File: config.mk
export PLATFORM = sky130hd
export DESIGN_NAME = bram_octa_loader
export DESIGN_NICKNAME = d
export VERILOG_FILES = /design/src/rtl/bram_octa_loader.sv
export SDC_FILE = /design/constraint.sdc
export NUM_CORES = 1
export LEC_CHECK = 0
export BUFFER_PORTS_ARGS = -buffer_cell sky130_fd_sc_hd__buf_2
export CAP_MARGIN = 0
export CORE_AREA = 2 2 107 109
export DETAILED_ROUTE_END_ITERATION = 16
export DIE_AREA = 0 0 109 111
export GPL_ROUTABILITY_DRIVEN = 1
export PLACE_DENSITY = 0.7
export SYNTH_ARGS = -nofsm -noshare
export SYNTH_HDL_FRONTEND = slang
export SYNTH_SLANG_ARGS = --single-unit
File: constraint.sdc
create_clock -name clk -period 2.7 [get_ports clk]
set_clock_uncertainty 0.05 [all_clocks]
set_input_delay 0.54 -clock clk [delete_from_list [all_inputs] [get_ports clk]]
set_output_delay 0.54 -clock clk [all_outputs]
set_load 0.03 [all_outputs]
File: src/rtl/bram_octa_loader.sv
// Stream loader for the octa diffusion engine: demuxes PS words into score/subgraph banks,
// zero-fills the score-sum banks, then raises rdy_flag to open the diffusion clock gate.
module bram_octa_loader #(
  parameter int ADDR_WIDTH = 13,
  parameter int DATA_WIDTH = 32,
  parameter int LOAD_DEPTH = 8192,
  parameter int SUM_DEPTH  = 4096,
  parameter int PARALLEL   = 8
) (
  input  logic                  clk,
  input  logic                  rst_n,
  input  logic                  start,
  input  logic                  abort,
  input  logic                  s_valid,
  output logic                  s_ready,
  input  logic [DATA_WIDTH-1:0] s_data,
  input  logic                  s_last,
  output logic [ADDR_WIDTH-1:0] ld_addr,
  output logic [DATA_WIDTH-1:0] ld_data,
  output logic [PARALLEL-1:0]   ld_we_s,
  output logic [PARALLEL-1:0]   ld_we_g,
  output logic [ADDR_WIDTH-1:0] sum_addr,
  output logic [PARALLEL-1:0]   sum_we,
  output logic                  rdy_flag,
  output logic                  err
);

  localparam int BANKS = 2 * PARALLEL;
  localparam int BW    = $clog2(BANKS);

  localparam logic [1:0] S_IDLE  = 2'd0;
  localparam logic [1:0] S_LOAD  = 2'd1;
  localparam logic [1:0] S_CLEAR = 2'd2;
  localparam logic [1:0] S_DONE  = 2'd3;

  localparam logic [ADDR_WIDTH-1:0] LOAD_LAST = ADDR_WIDTH'(LOAD_DEPTH - 1);
  localparam logic [ADDR_WIDTH-1:0] SUM_LAST  = ADDR_WIDTH'(SUM_DEPTH - 1);
  localparam logic [BW-1:0]         BANK_LAST = BW'(BANKS - 1);
  localparam logic [BW-1:0]         PAR_B     = BW'(PARALLEL);

  logic [1:0]            r_state;
  logic [ADDR_WIDTH-1:0] r_addr_cnt;
  logic [BW-1:0]         r_bank_idx;
  logic [ADDR_WIDTH-1:0] r_ld_addr;
  logic [DATA_WIDTH-1:0] r_ld_data;
  logic [PARALLEL-1:0]   r_ld_we_s;
  logic [PARALLEL-1:0]   r_ld_we_g;
  logic [ADDR_WIDTH-1:0] r_sum_addr;
  logic [PARALLEL-1:0]   r_sum_we;
  logic                  r_rdy;
  logic                  r_err;

  logic                  w_final;
  logic [PARALLEL-1:0]   w_we_s;
  logic [PARALLEL-1:0]   w_we_g;

  assign w_final = (r_addr_cnt == LOAD_LAST) && (r_bank_idx == BANK_LAST);

  // First half of bank_idx selects a score bank, second half a subgraph bank.
  always_comb begin
    w_we_s = '0;
    w_we_g = '0;
    if (r_bank_idx < PAR_B) w_we_s = PARALLEL'(1) << r_bank_idx;
    else                    w_we_g = PARALLEL'(1) << (r_bank_idx - PAR_B);
  end

  always_ff @(posedge clk or negedge rst_n) begin
    if (!rst_n) begin
      r_state    <= S_IDLE;
      r_addr_cnt <= '0;
      r_bank_idx <= '0;
      r_ld_addr  <= '0;
      r_ld_data  <= '0;
      r_ld_we_s  <= '0;
      r_ld_we_g  <= '0;
      r_sum_addr <= '0;
      r_sum_we   <= '0;
      r_rdy      <= 1'b0;
      r_err      <= 1'b0;
    end else begin
      r_ld_we_s <= '0;
      r_ld_we_g <= '0;
      r_sum_we  <= '0;
      if (abort) begin
        r_state <= S_IDLE;
        r_rdy   <= 1'b0;
      end else begin
        case (r_state)
          S_IDLE: begin
            if (start) begin
              r_state    <= S_LOAD;
              r_addr_cnt <= '0;
              r_bank_idx <= '0;
              r_err      <= 1'b0;
            end
          end
          S_LOAD: begin
            if (s_valid) begin
              r_ld_addr <= r_addr_cnt;
              r_ld_data <= s_data;
              r_ld_we_s <= w_we_s;
              r_ld_we_g <= w_we_g;
              if (s_last != w_final) r_err <= 1'b1;
              // Counters stop on the final word so addr_cnt never passes LOAD_DEPTH-1.
              if (w_final) begin
                r_state <= S_CLEAR;
              end else if (r_bank_idx == BANK_LAST) begin
                r_bank_idx <= '0;
                r_addr_cnt <= r_addr_cnt + 1'b1;
              end else begin
                r_bank_idx <= r_bank_idx + 1'b1;
              end
            end
          end
          S_CLEAR: begin
            // sum_we is low on entry, so the first CLEAR cycle restarts the address at 0.
            if (r_sum_we[0] && (r_sum_addr == SUM_LAST)) begin
              r_state <= S_DONE;
            end else begin
              r_sum_we   <= '1;
              r_sum_addr <= r_sum_we[0] ? r_sum_addr + 1'b1 : '0;
            end
          end
          S_DONE: begin
            if (start) begin
              r_state    <= S_LOAD;
              r_addr_cnt <= '0;
              r_bank_idx <= '0;
              r_err      <= 1'b0;
              r_rdy      <= 1'b0;
            end else begin
              r_rdy <= 1'b1;
            end
          end
          default: r_state <= S_IDLE;
        endcase
      end
    end
  end

  assign s_ready  = (r_state == S_LOAD);
  assign ld_addr  = r_ld_addr;
  assign ld_data  = r_ld_data;
  assign ld_we_s  = r_ld_we_s;
  assign ld_we_g  = r_ld_we_g;
  assign sum_addr = r_sum_addr;
  assign sum_we   = r_sum_we;
  assign rdy_flag = r_rdy;
  assign err      = r_err;

endmodule
==> flow_summary.yaml <==
drt:
  routed_wirelength_mm: 9.814
  vias_per_cell: 4.990
  dr.first_iter.drc_count: 231
  drc_errors: 0
  wl_per_cell_um: 13.56
  ant_nets: 0
  vias: 3613
  firstDrtPassIters: 4
worst_setup_path:
  cp.required_ns: 2.89
  critPathCapture: "r_addr_cnt[5]"
  arrival_ns: 2.71
  path_depth: 8
  ff2ff_setup_slack_ns: 0.18
  path_buf_inv: 2
  crit_start: "r_state[0]"
  crit_path_end_kind: "register"
  cpPeakStageDelay_ns: 0.49
  cp_top_family: "simple AND/OR/NAND/NOR gates"
  crit_chain: "inv_1 -> ha_1 -> nor2b_4 -> or4_1 -> a211o_1 -> or2_1 -> buf_4 -> o41ai_2"
  cp-start-kind: "register"
  path_max_fanout: 7
  reg2regPathDepth: 8
  critPathSlowestCell: "or4_1"
  timing.rr.start: "r_state[0]"
  rr_endpoint: "r_addr_cnt[5]"
  worstSetupPathType: "register to register"
timing:
  hold_viol: 0
  period_minus_slack_ns: 2.524
  slew_headroom_pct: 57.23
  finalCritPeriodShare_pct: 93.50
  rsz0062_at_grt: "no"
  fin_setup_tns_ns: 0
  setup_viol: 0
  drv_slew: 0
  max_clock_freq_ghz: 0.3961
  worstMarginPinSlew_ns: 0.6357
yosys:
  synthTopCellsByArea: "dfrtp_1, nand2_1, o21ai_0"
  synth_xor_area_share_pct: 0.6149
  synth_fa_ha_area_share_pct: 3.221
  synth_nets: 511
  yosysTopAreaCell: "dfrtp_1"
  synth_seq_cells: 96
  synth-seq-area-share_pct: 56.22
  yosys_warnings: 0
  synth.mux.area_fraction_pct: 0.4685
  async_flop_share_pct: 100.0
  synth-simple-area-share_pct: 25.33
  synth_edf_count: 0
  synth_compound_area_share_pct: 9.780
  synth_area_per_cell_um2: 9.249
  synth_top_family_by_area: "simple AND/OR/NAND/NOR gates"
  synthDominantCellAreaShare_pct: 56.22
  synth_flop_cell: "dfrtp_1"
  synth_area_um2: 4273
  yosysUniqueCellTypes: 41
  synthCells: 462
cts:
  clk_pin_slew_ns: 0.07
  ctsHoldBuffers: 1
  cts_buffers: 9
  root_buffer: "clkbuf_16"
  cts_tree: "built"
  clockBufferDepth: 2
  htree_levels: 3
  post_cts_buffers: 0
  clock_latency_ns: 0.34
  ctsResizeCount: 0
  numClockSinks: 96
global_route:
  grt_pass1_vias: 3490
  grt_use_total_pct: 16.79
  antenna_found_initial: 0
  grt_pass1_wl_mm: 16.28
  grt-ovfl-total: 0
  grt_max_degree: 82
cells_and_area:
  syn2layout_area_growth_pct: 24.63
  nets: 625
  fin_util_pct: 48.07
  drive_gt1_share_pct: 26.51
  antennaDiodeCount: 0
placement:
  place_congestion: 0.8439
  io_buffers: 122
  place_hpwl_mm: 6.893
floorplan:
  start_util_pct: 38.57
  core-area_um2: 11080
  die_h_um: 111
  die_area_um2: 12100
  row_count: 39
  io_pins: 123
  die-width_um: 109
power:
  max-vdd-ir-drop_uv: 467.4
  cellPowerDensity_nw_per_um2: 1031
  total_power_mw: 5.488
  leakagePower_nw: 2.847
hold_path:
  hp-class: "input port to register"
status:
  outcome: "finished, final reports clean"
job:
  timing.max_cap.violations: 0
## routing by layer
layer | part of all wire [%] | vias to the layer above | routed length (µm) | global-route usage [%]
li1 | - | 1767 | - | -
met1 | 44 | 1759 | 4359 | 21.72
met2 | 50 | 81 | 4868 | 27.58
met3 | 5.4 | 6 | 531 | 2.881
met4 | 0.56 | 0 | 55 | 6.923
met5 | 0 | - | 0 | 0
## stage by stage
stage	setup slack (ns)	area [µm²]	hold slack [ns]	cells
4_1_cts	0.1748	5325	0.3196	724
5_1_grt	0.05527	5325	0.3368	724
3_3_place_gp	0.2753	5019	0.3634	707
6_report	0.1755	5325	0.3347	724
3_5_place_dp	0.1945	5019	0.3671	707
2_1_floorplan	0.2754	4273	0.1944	462
## sequential cells by signal, indices dropped and copies added, names as in the netlist
name / flops
err: 1
rdy_flag: 1
ld_data: 32
r_addr_cnt: 13
ld_addr: 13
sum_addr: 13
ld_we_s: 8
ld_we_g: 8
r_bank_idx: 4
sum_we: 1
r_state: 2
## cells by family (layout without fill, tap and decap cells)
kind of cell / after synthesis / count (layout)
xor gates and xnor gates: 3 / 3
adders and majority gates: 11 / 11
muxes: 2 / 2
and+or+nand+nor: 246 / 246
AOI/OAI and AO/OA: 64 / 64
DFF: 96 / 96
buffers and inverters: 40 / 159
## worst min-delay path by stage
stage                     startpoint     endpoint  slack, ns  cells past startpoint
final                     s_data[27]  ld_data[27]       0.33                      3
after global routing       s_data[2]   ld_data[2]       0.34                      3
after CTS                  s_data[3]   ld_data[3]       0.32                      3
after detailed placement       rst_n  ld_data[15]       0.37                      1
after global placement         rst_n  ld_data[15]       0.36                      1
after floorplan                rst_n          err       0.19                      0
## where the power goes
group	internal [mW]	switching, mW
sequential	1.83	0.257
clock	0.719	0.543
combinational	0.651	1.49
## worst reg2reg max path, delay by kind of cell, from the launching register on
kind                     cells  cell delay (ns)
buffers and inverters        2             0.26
AND/OR/NAND/NOR              3             0.96
AO/OA/AOI/OAI                2             0.44
flip-flops                   1             0.40
adder cells (fa/ha/maj)      1             0.31
## layout make-up
class / count / area, µm²
multi-input cells: 326 / 1690
clock inverters: 7 / 71.32
well taps: 143 / 178.9
clock buffers: 9 / 225.2
repair buffers: 132 / 715.7
fillers: 1049 / 5752
inverters: 11 / 41.29
flip-flops and latches: 96 / 2402
## synthesized netlist by cell type (all sizes together) (5+ instances only)
library cell / number
nand2: 158
dfrtp: 96
o21ai: 31
nor2: 24
clkbuf: 19
nand3: 14
ha: 11
o31ai: 11
buf: 10
inv: 10
and2: 8
and3: 7
o41ai: 7
a31oi: 6
nor4: 6
nand2b: 5
nand4: 5
nor3: 5
## cells in the final DEF, fill, tap and decap left out, types with 9 or more instances in the layout
cell         n
ha_1        11
nor2_1      24
o21ai_0     31
o31ai_1     11
inv_1       10
clkbuf_16    9
buf_2      121
nand2_1    158
nand3_1     13
dfrtp_1     96
Power figures use the tool's default switching activity.
